[src/rtl/demux_store.sv]
// demux_store: 31-slot demultiplexing store with per-slot valid bits.
//
// A write lands in the slot chosen either by the caller (wr_sel_i) or by an
// internal auto-incrementing pointer (wr_ptr_o). A read consumes a slot by
// clearing its valid bit while keeping its data. Index 31 is illegal on both
// sides and raises the sticky sel_err_o flag. Overwriting an unconsumed slot
// raises the sticky ovf_o flag. There is no backpressure.
//
// Ports
//   clk_i        rising-edge clock
//   reset_i      asynchronous active-high reset
//   wr_en_i      write request this cycle
//   wr_sel_i     manual write slot index (0-30 legal)
//   wr_data_i    write data
//   auto_mode_i  1: write index from wr_ptr_o, 0: from wr_sel_i
//   rd_en_i      consume request this cycle
//   rd_sel_i     slot index to consume (0-30 legal)
//   clr_flags_i  clear ovf_o and sel_err_o (a same-cycle set wins)
//   out_data_o   slot k at [k*DW +: DW], registered
//   out_valid_o  bit k set while slot k holds unconsumed data, registered
//   wr_ptr_o     auto-mode write pointer, registered, never 31
//   valid_cnt_o  population count of out_valid_o, registered
//   full_o       valid_cnt_o == 31
//   ovf_o        sticky overwrite flag
//   sel_err_o    sticky illegal-index flag
module demux_store #(
   parameter int unsigned DW = 2
) (
   input  logic              clk_i,
   input  logic              reset_i,
   input  logic              wr_en_i,
   input  logic [4:0]        wr_sel_i,
   input  logic [DW-1:0]     wr_data_i,
   input  logic              auto_mode_i,
   input  logic              rd_en_i,
   input  logic [4:0]        rd_sel_i,
   input  logic              clr_flags_i,
   output logic [31*DW-1:0]  out_data_o,
   output logic [30:0]       out_valid_o,
   output logic [4:0]        wr_ptr_o,
   output logic [5:0]        valid_cnt_o,
   output logic              full_o,
   output logic              ovf_o,
   output logic              sel_err_o
);

   localparam int unsigned NumSlots = 31;
   localparam logic [4:0]  BadIdx   = 5'd31;
   localparam logic [4:0]  LastIdx  = 5'd30;

   logic [31*DW-1:0] data_q, data_d;
   logic [30:0]      valid_q, valid_d;
   logic [4:0]       wr_ptr_q, wr_ptr_d;
   logic [5:0]       valid_cnt_q, valid_cnt_d;
   logic             ovf_q, ovf_d;
   logic             sel_err_q, sel_err_d;

   logic [4:0]       widx;
   logic [31:0]      valid_ext;   // padded so index 31 reads as invalid
   logic             wr_ok;
   logic             wr_hit;      // write target already holds unconsumed data
   logic             rd_ok;       // legal consume of a valid slot
   logic             same_slot;   // read and write hit the same valid slot
   logic             cnt_inc;
   logic             cnt_dec;
   logic             set_ovf;
   logic             set_sel_err;

   always_comb begin
      widx        = auto_mode_i ? wr_ptr_q : wr_sel_i;
      valid_ext   = {1'b0, valid_q};
      wr_ok       = wr_en_i && (widx != BadIdx);
      wr_hit      = wr_ok && valid_ext[widx];
      rd_ok       = rd_en_i && (rd_sel_i != BadIdx) && valid_ext[rd_sel_i];
      same_slot   = wr_ok && rd_ok && (widx == rd_sel_i);

      // A same-slot read+write is a refill, not an overwrite of live data.
      cnt_inc     = wr_ok && !wr_hit;
      cnt_dec     = rd_ok && !same_slot;
      set_ovf     = wr_hit && !same_slot;
      set_sel_err = (wr_en_i && (widx == BadIdx)) || (rd_en_i && (rd_sel_i == BadIdx));
   end

   // Slot data and valid bits. The write is applied after the read so that a
   // same-slot read+write leaves the slot valid.
   always_comb begin
      data_d  = data_q;
      valid_d = valid_q;
      for (int unsigned k = 0; k < NumSlots; k++) begin
         if (rd_ok && (rd_sel_i == 5'(k))) begin
            valid_d[k] = 1'b0;
         end
         if (wr_ok && (widx == 5'(k))) begin
            valid_d[k]         = 1'b1;
            data_d[k*DW +: DW] = wr_data_i;
         end
      end
   end

   always_comb begin
      valid_cnt_d = valid_cnt_q;
      unique case ({cnt_inc, cnt_dec})
         2'b10:   valid_cnt_d = valid_cnt_q + 6'd1;
         2'b01:   valid_cnt_d = valid_cnt_q - 6'd1;
         default: valid_cnt_d = valid_cnt_q;
      endcase
   end

   // Pointer only advances on an accepted auto-mode write and wraps 30 -> 0.
   always_comb begin
      wr_ptr_d = wr_ptr_q;
      if (auto_mode_i && wr_ok) begin
         wr_ptr_d = (wr_ptr_q == LastIdx) ? 5'd0 : wr_ptr_q + 5'd1;
      end
   end

   // Sticky flags: clear first, then a same-cycle set takes precedence.
   always_comb begin
      ovf_d     = clr_flags_i ? 1'b0 : ovf_q;
      sel_err_d = clr_flags_i ? 1'b0 : sel_err_q;
      if (set_ovf) begin
         ovf_d = 1'b1;
      end
      if (set_sel_err) begin
         sel_err_d = 1'b1;
      end
   end

   always_ff @(posedge clk_i or posedge reset_i) begin
      if (reset_i) begin
         data_q      <= '0;
         valid_q     <= '0;
         wr_ptr_q    <= '0;
         valid_cnt_q <= '0;
         ovf_q       <= 1'b0;
         sel_err_q   <= 1'b0;
      end else begin
         data_q      <= data_d;
         valid_q     <= valid_d;
         wr_ptr_q    <= wr_ptr_d;
         valid_cnt_q <= valid_cnt_d;
         ovf_q       <= ovf_d;
         sel_err_q   <= sel_err_d;
      end
   end

   assign out_data_o  = data_q;
   assign out_valid_o = valid_q;
   assign wr_ptr_o    = wr_ptr_q;
   assign valid_cnt_o = valid_cnt_q;
   assign full_o      = (valid_cnt_q == 6'd31);
   assign ovf_o       = ovf_q;
   assign sel_err_o   = sel_err_q;

endmodule

[config.mk]
export PLATFORM = sky130hd
export DESIGN_NAME = demux_store
export DESIGN_NICKNAME = d
export VERILOG_FILES = /design/src/rtl/demux_store.sv
export SDC_FILE = /design/constraint.sdc
export NUM_CORES = 1
export LEC_CHECK = 0
export ABC_AREA = 1
export CAP_MARGIN = 25
export CORE_ASPECT_RATIO = 0.8
export CORE_MARGIN = 4
export CORE_UTILIZATION = 25
export DETAILED_ROUTE_END_ITERATION = 6
export PLACE_DENSITY = 0.49
export REMOVE_ABC_BUFFERS = 1
export SYNTH_ARGS = -nofsm -noshare
export SYNTH_HDL_FRONTEND = slang
export SYNTH_SLANG_ARGS = --single-unit
[constraint.sdc]
create_clock -name clk_i -period 4.8 [get_ports clk_i]
set_input_delay 0.96 -clock clk_i [delete_from_list [all_inputs] [get_ports clk_i]]
set_output_delay 0.96 -clock clk_i [all_outputs]
set_load 0.01 [all_outputs]
# Word-level counts from Yosys, hierarchy flattened

Index checks and enable logic that the tools add are counted.
W data, S select, Z words.

Bits of input ports: 18
Logic and storage cells: 325
Register bits: 106
Output and inout bits: 107

Add/sub/neg operators: 3
Equal/unequal tests: 69
Multiplexer cells: 72
Order comparisons: 2
Reduce and logical (&&, ||, !) cells: 113

Operators with widths:

| kind                  | number |
|---|---|
| $eq A5 B5 Y1 const B  | 33 |
| $eq A5 B4 Y1 const B  | 16 |
| $logic_and A1 B1 Y1   | 74 |
| $reduce_bool A2 Y1    | 34 |
| $mux W1               | 67 |
| $eq A5 B3 Y1 const B  | 8 |
| $eq A5 B2 Y1 const B  | 4 |
| $lt A5 B6 Y1 const B  | 2 |
| $pmux W6 S2           | 1 |
| $bmux W1 S5           | 2 |
| $eq A5 B1 Y1 const B  | 2 |
| $logic_not A5 Y1      | 2 |
| $mux W5               | 2 |
| $ne A5 B5 Y1 const B  | 2 |
| $add A6 B1 Y6 const B | 1 |
| $eq A6 B5 Y1 const B  | 1 |
| $sub A6 B1 Y6 const B | 1 |
| $add A5 B1 Y5 const B | 1 |
| $eq A5 B5 Y1          | 1 |
| $eq A2 B1 Y1 const B  | 1 |
| $eq A2 B2 Y1 const B  | 1 |
| $logic_not A1 Y1      | 2 |
| $logic_or A1 B1 Y1    | 1 |

# Longest topological paths before layout

Gate-level depths: netlist of run 1.

Depth after elaboration: 9
Gate-level depth with buffers: 24

# Least setup slack after synthesis of run 1

No wires, ideal clock.

Path type: input to register
Start point: input port rd_sel_i[0]
End point: register valid_cnt_q[4], in the netlist valid_cnt_o[4]
Arrival time: 3351 ps
Required time: 4718 ps
Path slack: 1367 ps
Path buffers: 3
Setup time: 82 ps
Stages: 22
Cell sequence: buf_4 -> buf_4 -> nand2_1 -> nand2_1 -> nand2_1 -> nand2_1 -> nand2_1 -> nand3_1 -> nor2_1 -> nor2_2 -> buf_2 -> nand2_1 -> nor2_1 -> ha_1 -> inv_1 -> fa_1 -> inv_1 -> nand2_1 -> nand2_1 -> a21oi_1 -> or2_2 -> a31oi_1

Word-level cells in the longest chain between the ends: 9

RTL lines:

| element                                                                     | line | RTL |
|---|---|---|
| start, declared                                                             | 36   | `input logic [4:0] rd_sel_i,` |
| $bmux W1 S5 / $ne A5 B5 Y1 (equally long branches)                          | 74   | `rd_ok = rd_en_i && (rd_sel_i != BadIdx) && valid_ext[rd_sel_i];` |
| $mux W1 (not written as such) / $logic_and A1 B1 Y1 (equally long branches) | 74   |  |
| $logic_and A1 B1 Y1                                                         | 74   |  |
| $logic_and A1 B1 Y1 (2 in a row)                                            | 75   | `same_slot = wr_ok && rd_ok && (widx == rd_sel_i);` |
| $logic_not A1 Y1                                                            | 79   | `cnt_dec = rd_ok && !same_slot;` |
| $logic_and A1 B1 Y1 (*)                                                     | 79   |  |
| $eq A2 B1 Y1 / $eq A2 B2 Y1 (equally long branches)                         | 102  | `unique case ({cnt_inc, cnt_dec})` |
| $pmux W6 S2 / $reduce_bool A2 Y1 (equally long branches)                    | -    |  |
| end signal, assigned                                                        | 141  | `valid_cnt_q <= valid_cnt_d;` |
| end, declared                                                               | 54   | `logic [5:0] valid_cnt_q, valid_cnt_d;` |

Every way passes the cells marked *; elsewhere a longest branch is shown, timed or not. The select of a mux whose other input is x is not followed.
A chain may end at the register's enable or synchronous reset.

# Worst setup path after layout of run 1

Start point: input port rd_sel_i[0]
End point: register valid_cnt_q[5], in the netlist valid_cnt_o[5]

The elaborated chain is that of the path after synthesis.

==> metrics.txt, run 1 <==
Row Count 48; clock period minus worst slack 4064 ps; grt ovf 0; setup violators final 0; die area 24390 µm²; area delta synth->final 34.62%; Psw 1716 µW; Inserted Clock Buffers 9; Avg Vias per Cell 4.464; critical path type input port to register; largest net degree at the start of global routing 48; Final Hold Viols 0; chip height 140.5 µm; Comb pwr share 45.5%; Max Cap Viol 0; Yosys warnings 0; Top Ports 125; drt wl/cell 16.18 µm; Yosys top cell by area dfrtp_1; leakage 0.003520 µW; dpl cell area 7102 µm²; most frequent cells in the layout nand2_1, clkdlybuf4s50_1, dfrtp_1, nor2_1, nand3_1; total core area 21560 µm²; vias in the first global route 5188; worst reg-to-reg setup slack 1590 ps; Clock Tree Buf Depth 2; Arrival @ worst endpoint 4360 ps; sequential fraction of the synthesis area 48.35%; antenna cells 0; post-route setup TNS 0 ps; top cells by area, synth dfrtp_1, nand2_1, nand3_1, nor2_1, o21ai_0; post-DP HPWL 14430 µm; Clk pin slew, worst setup/hold paths 70 ps; htree depth 3; reg2reg path depth 19; Root Driver clkbuf_16; CTS tree built; final net count 888; Yosys reg bits 106; unrepaired setup endpoints after global routing false; initial core utilization 25.45%; GRT Total Usage 15.55%; area fraction of the dominant cell type after synthesis 48.35%; Final GP Congestion 0.9016; r2r endpoint valid_cnt_o[5]$_DFFE_PP0P_; DRT iter0 DRCs 375; max-slew violations 0; Gate Count Post-Synth 736; worst-skew pair later-pin latency 360 ps; Worst Skew 13.54 ps; layout cell share with drive strength beyond 1 6.928%; via count 5093; Port-buffer cells 124; worst r2r src wr_ptr_o[0]$_DFFE_PP0P_; Resize count post-CTS 0; post-CTS setup buffers 0; count of cell types in the netlist 33; remaining antenna violation count 0; drc violations 0; HP Class register to register; final worst-path cycle share 84.67%; crit end category register; status completed; Internal 2687 µW; Sink Count 106; Die Wd 173.6 µm; total power 4404 µW; Hold EP out_data_o[31]$_DFFE_PP0P_; DR pass1 iterations 5; final WL 18470 µm; Hold Startpoint out_data_o[31]$_DFFE_PP0P_; Worst Max-Slew Pin Slew 776.0 ps; global-route wire length before repair 29900 µm; post-synthesis cell area 5487 µm²; final instance area 7386 µm²; part of the power in the clock network 16.4%; WHS Path Cells 2; worst-path maximum fanout 15; Worst VDD drop 0.0002312 V; required time of the worst setup path 5090 ps; initial antenna violation count 0; relative slew slack 48.21%; Setup crit start rd_sel_i[0]; Worst setup SP type input port; switching share of power 38.97%; CTS Hold Bufs 0; Reg power frac 38.1%; fmax 0.2460 GHz; Syn Area/Cell 7.454 µm²; pwr dens 596.2 nW/µm²; commonest non-fill, non-tap cell in the layout nand2_1
[cell usage after synthesis (all sizes together)]
cell,instances
xnor2,3
xor2,5
clkbuf,8
fa,1
buf,15
nand3,55
or2,2
dfrtp,106
a21oi,10
clkinv,1
inv,57
o21a,1
nor3b,1
ha,7
a31oi,1
nand2,314
nand3b,4
o21ai,70
o31ai,2
nor2,68
nand4,4
nor3,1
[per-layer routing]
layer / track usage (%) / share of wire [%] / vias up
met2: 22.27 / 41 / 132
met5: 0 / 0 / -
li1: - / - / 2569
met3: 4.911 / 7.4 / 20
met1: 22.74 / 50 / 2372
met4: 3.873 / 1.4 / 0
[power by group through the flow]
stage | logic [µW] | registers, µW | clock network (µW)
floorplan | 751 | 1760 | 0
global placement | 2010 | 1700 | 0
detailed placement | 2020 | 1690 | 0
CTS | 2030 | 1680 | 752
global route | 2240 | 1750 | 779
finish | 2000 | 1680 | 722
[stage by stage]
stage | instances | utilization (%) | worst slack [ps] | hold slack (ps)
after floorplan | 713 | - | 1051 | 512.1
after global placement | 1123 | 32.61 | 444.3 | 468.4
after detailed placement | 1126 | 32.94 | 389.7 | 476.0
after CTS | 1141 | 34.26 | 757.0 | 493.9
after global routing | 1141 | 34.26 | 332.0 | 515.3
final | 1141 | 34.26 | 735.7 | 489.7
[layout make-up]
type | count | area, µm²
multi-input combinational | 549 | 2487
timing repair buffer | 138 | 1394
tap | 275 | 344.1
inverter | 58 | 224.0
sequential | 106 | 2653
clock buffer | 10 | 239.0
fill | 2322 | 14170
clock inverter | 5 | 45.04
[logic make-up (layout without fill, tap and decap cells)]
family / count (synthesis) / after routing / share of synthesized area, %
adder cells (fa/ha/maj): 8 / 8 / 1.961
flip-flops: 106 / 106 / 48.35
XOR/XNOR: 8 / 8 / 1.277
AO/OA/AOI/OAI: 84 / 84 / 8.028
buffers and inverters: 81 / 211 / 6.317
AND/OR/NAND/NOR: 449 / 449 / 34.07
[sequential cells by signal (all words and copies together), names as in the netlist]
name         cells
valid_cnt_o      6
wr_ptr_o         5
out_valid_o     31
ovf_o            1
out_data_o      62
sel_err_o        1
[worst max path at each step]
stage,to,slack (ps),cells after the start
finish,valid_cnt_o[5]$_DFFE_PP0P_,740,22
global placement,valid_cnt_o[5]$_DFFE_PP0P_,440,20
floorplan,out_data_o[0]$_DFFE_PP0P_,1050,1
global route,valid_cnt_o[5]$_DFFE_PP0P_,330,22
CTS,valid_cnt_o[5]$_DFFE_PP0P_,760,22
detailed placement,valid_cnt_o[5]$_DFFE_PP0P_,390,22
[worst max-delay path, stage by stage]
cell             delay (ps)
clkdlybuf4s50_1         820
inv_2                   160
nand2_1                 220
nor2_1                   60
nor2_1                   80
nand2_1                  60
nand2_1                  50
nand2_1                  50
nor2_1                  200
nand2_1                 130
nand2_1                 100
nor2_1                   40
ha_1                    290
ha_1                    350
a21oi_1                 140
nand2_1                  70
nand2_1                  80
nand2_1                  50
a21oi_1                 160
xor2_1                  160
nand2_1                  60
nand2_1                  50
Note: power is estimated with default switching activity, not from simulation.
==> inputs of run 2 (changes only) <==
==> constraint.sdc (replaced) <==
create_clock -name clk_i -period 4.1 [get_ports clk_i]
set_input_delay 0.82 -clock clk_i [delete_from_list [all_inputs] [get_ports clk_i]]
set_output_delay 0.82 -clock clk_i [all_outputs]
set_load 0.01 [all_outputs]
==> metrics.txt, run 2 (synthesis gave the netlist of run 1 again) <==
global-route wire length before repair 29430 µm; commonest non-fill, non-tap cell in the layout nand2_1; Die Wd 173.6 µm; post-CTS setup buffers 0; pwr dens 692.3 nW/µm²; vias in the first global route 5132; post-route setup slack 433.1 ps; CTS Hold Bufs 0; final net count 895; Largest register FFs 62; Arrival @ worst endpoint 3950 ps; worst-skew pair later-pin latency 370 ps; fmax 0.2727 GHz; Inserted Clock Buffers 9; Max Cap Viol 0; via count 5078; Resize count post-CTS 0; worst-path maximum fanout 12; largest net degree at the start of global routing 52; Worst setup SP type input port; critical path type input port to register; Final Hold Viols 0; Row Count 48; clock period minus worst slack 3667 ps; initial core utilization 25.45%; crit end category register; drc violations 0; Port-buffer cells 124; Sink Count 106; setup violators final 0; Hold Startpoint out_data_o[23]$_DFFE_PP0P_; Final GP Congestion 0.8924; worst hold slack 490.5 ps; Clock Tree Buf Depth 2; Worst Max-Slew Pin Slew 823.4 ps; Avg Vias per Cell 4.419; htree depth 3; antenna cells 0; post-route setup TNS 0 ps; DRT iter0 DRCs 377; final WL 18090 µm; grt ovf 0; area delta synth->final 35.78%; most frequent cells in the layout nand2_1, clkdlybuf4s50_1, dfrtp_1, nor2_1, nand3_1; unrepaired setup endpoints after global routing false; die area 24390 µm²; initial antenna violation count 0; DR pass1 iterations 5; required time of the worst setup path 4380 ps; leakage 0.003562 µW; GRT Total Usage 15.28%; status completed; post-DP HPWL 13990 µm; Setup crit start auto_mode_i; Root Driver clkbuf_16; max-slew violations 0; remaining antenna violation count 0; CTS tree built; Worst VDD drop 0.0002729 V; worst r2r src wr_ptr_o[0]$_DFFE_PP0P_; total core area 21560 µm²; Top Ports 125; HP Class register to register; Setup Slack @ Placement 63.20 ps; drt wl/cell 15.74 µm; Worst Skew 10.96 ps; chip height 140.5 µm; layout cell share with drive strength beyond 1 7.666%; final worst-path cycle share 89.44%; Clk pin slew, worst setup/hold paths 70 ps; relative slew slack 45.05%
## run 2: final cells by class
| type | count | area, µm² |
|---|---|---|
| tap | 275 | 344.1 |
| sequential | 106 | 2653 |
| clock inverter | 4 | 33.78 |
| multi-input combinational | 549 | 2487 |
| inverter | 58 | 224.0 |
| fill | 2281 | 14110 |
| clock buffer | 12 | 256.5 |
| timing repair buffer | 145 | 1451 |
## run 2: critical path: stages
cell	delay, ps
clkdlybuf4s50_1	610
buf_4	180
inv_4	50
nand2_1	60
nand2_1	240
nand2_1	170
nor2_1	50
nor2_1	100
nand2_1	60
a21oi_1	120
nand2_1	100
nand3_1	90
ha_1	210
inv_1	70
fa_1	350
inv_1	70
nand2_1	60
nand2_1	70
a21oi_1	70
or2_2	270
a31oi_1	120
## run 2: path summary, 6_finish.rpt
| check | endpoint | slack (ps) | cells after the start |
|---|---|---|---|
| setup reg to reg | valid_cnt_o[5]$_DFFE_PP0P_ | 1100 | 20 |
| min in group asynchronous | out_data_o[17]$_DFFE_PP0P_ | 910 | 2 |
| max in group asynchronous | out_data_o[60]$_DFFE_PP0P_ | 2440 | 3 |
| hold reg to reg | out_data_o[23]$_DFFE_PP0P_ | 490 | 2 |
| hold / removal | out_data_o[23]$_DFFE_PP0P_ | 490 | 2 |
| setup / recovery | valid_cnt_o[4]$_DFFE_PP0P_ | 430 | 21 |
## run 2: where the power goes
group	internal [µW]	total (µW)	leakage (µW)	switching (µW)
logic	1210	2360	0.00207	1140
registers	1510	1930	0.00135	427
clock network	453	868	0.000145	415
## run 2: metrics by stage
step	area (µm²)	std cells	util, %	total power, µW
4_1_cts	7450	1149	34.55	5233
5_1_grt	7450	1149	34.55	5597
3_5_place_dp	7159	1133	33.21	4327
3_3_place_gp	7104	1131	32.95	4318
2_1_floorplan	5361	713	-	2935
6_report	7450	1149	34.55	5157
## run 2: metal layers
layer	track usage, %	share of wire, %
met5	0	0
met4	3.957	1.5
met3	4.857	7.5
met2	21.34	40
met1	22.70	51
==> inputs of run 3 (changes only) <==
--- a/config.mk
+++ b/config.mk
@@ -13,6 +13,7 @@
 export DETAILED_ROUTE_END_ITERATION = 6
 export PLACE_DENSITY = 0.49
 export REMOVE_ABC_BUFFERS = 1
+export SLEW_MARGIN = 40
 export SYNTH_ARGS = -nofsm -noshare
 export SYNTH_HDL_FRONTEND = slang
 export SYNTH_SLANG_ARGS = --single-unit
==> metrics.txt, run 3 (synthesis gave the netlist of run 1 again) <==
Avg Vias per Cell 4.459; post-route setup slack 428.2 ps; htree depth 3; Arrival @ worst endpoint 3970 ps; via count 5114; vias in the first global route 5094; worst-path maximum fanout 6; remaining antenna violation count 0; antenna cells 0; worst-skew pair later-pin latency 370 ps; dpl cell area 7104 µm²; M1 WL 9241 µm; required time of the worst setup path 4400 ps; DRT iter0 DRCs 493; Root Driver clkbuf_16; layout cell share with drive strength beyond 1 7.798%; GRT Total Usage 15.10%; Worst VDD drop 0.0002529 V; Max Cap Viol 0; Max Used Layer met4; FF+latch area 2653 µm²; Worst Skew 13.53 ps; Worst setup SP type input port; drc violations 0; pwr dens 697.2 nW/µm²; met2 WL 7230 µm; final net count 893; Top Ports 125; drt wl/cell 15.77 µm; area delta synth->final 34.89%; CTS Hold Bufs 0; relative slew slack 46.21%; initial antenna violation count 0; fmax 0.2723 GHz; Resize count post-CTS 0; Sink Count 106; met3 wire length 1353 µm; HP Class register to register; crit end category register; DR pass1 iterations 5; CTS tree built; Clock Tree Buf Depth 2; Die Wd 173.6 µm; total core area 21560 µm²; Worst Max-Slew Pin Slew 806.0 ps; multi-input logic area 2487 µm²; clock period minus worst slack 3672 ps; post-DP HPWL 13780 µm; largest net degree at the start of global routing 52; Port-buffer cells 124; post-route setup TNS 0 ps; Clk pin slew, worst setup/hold paths 70 ps; status completed; unrepaired setup endpoints after global routing false; die area 24390 µm²; Largest register FFs 62; Inserted Clock Buffers 9; Final GP Congestion 0.8924; Row Count 48; max-slew violations 0; grt ovf 0; Filler cells 2290; commonest non-fill, non-tap cell in the layout nand2_1; most frequent cells in the layout nand2_1, clkdlybuf4s50_1, dfrtp_1, nor2_1, nand3_1; final WL 18090 µm; chip height 140.5 µm; leakage 0.003529 µW; Final Hold Viols 0; total power 5160 µW; critical path type input port to register; setup violators final 0; initial core utilization 25.45%; Setup Slack @ Placement 70.22 ps; final worst-path cycle share 89.56%; global-route wire length before repair 29010 µm; final instance area 7401 µm²; post-CTS setup buffers 0
-- run 3: cell types whose count changed in the layout (fill, tap and decap cells not counted), sizes merged --
cell / before / now
clkbuf: 12 / 9
buf: 21 / 19
clkinvlp: 0 / 2
inv: 59 / 60
-- run 3: path summary, 6_finish.rpt --
check | start | to | slack, ps | cells past startpoint
worst max-delay path | auto_mode_i | valid_cnt_o[5]$_DFFE_PP0P_ | 430 | 18
worst min-delay path | out_data_o[12]$_DFFE_PP0P_ | out_data_o[12]$_DFFE_PP0P_ | 490 | 2
worst max register to register | wr_ptr_o[0]$_DFFE_PP0P_ | valid_cnt_o[5]$_DFFE_PP0P_ | 1090 | 20
worst min register to register | out_data_o[12]$_DFFE_PP0P_ | out_data_o[12]$_DFFE_PP0P_ | 490 | 2
max in group asynchronous | reset_i | out_data_o[60]$_DFFE_PP0P_ | 2460 | 3
min in group asynchronous | reset_i | out_data_o[17]$_DFFE_PP0P_ | 890 | 2
-- run 3: critical path, cell delays in order --
cell and delay (ps):
clkdlybuf4s50_1 530, o21ai_1 550, buf_4 250, nand2_1 50, a21oi_1 180, nor2_1 80
nand2_1 90, nand3_1 100, ha_1 240, ha_1 330, a21oi_1 140, nand2_1 70
nand2_1 80, nand2_1 50, a21oi_1 150, xor2_1 150, nand2_1 60, nand2_1 50
-- run 3: area by class of cell --
| type | instances | share of cell area [%] |
|---|---|---|
| Tap cell | 275 | 4.649 |
| Clock inverter | 7 | 0.9637 |
| Inverter | 58 | 3.026 |
| Clock buffer | 9 | 3.043 |
| Sequential cell | 106 | 35.84 |
| Multi-Input combinational cell | 549 | 33.61 |
| Timing Repair Buffer | 143 | 18.87 |
-- run 3: metal layers --
layer	track usage (%)	up-vias
met5	0	-
met4	3.665	0
met3	4.722	17
met2	21.57	157
met1	22.18	2356
li1	-	2584
-- run 3: where the power goes --
| group | leakage [µW] | internal [µW] | switching (µW) |
|---|---|---|---|
| Sequential | 0.00135 | 1510 | 432 |
| Combinational | 0.00204 | 1210 | 1140 |
| Clock | 0.000139 | 430 | 445 |
-- run 3: through the flow --
| stage | hold WS [ps] | utilization [%] | instances |
|---|---|---|---|
| floorplan | 512.1 | - | 713 |
| global placement | 467.0 | 32.95 | 1131 |
| detailed placement | 475.4 | 32.95 | 1131 |
| CTS | 495.4 | 34.33 | 1147 |
| global route | 514.3 | 34.33 | 1147 |
| finish | 487.9 | 34.33 | 1147 |
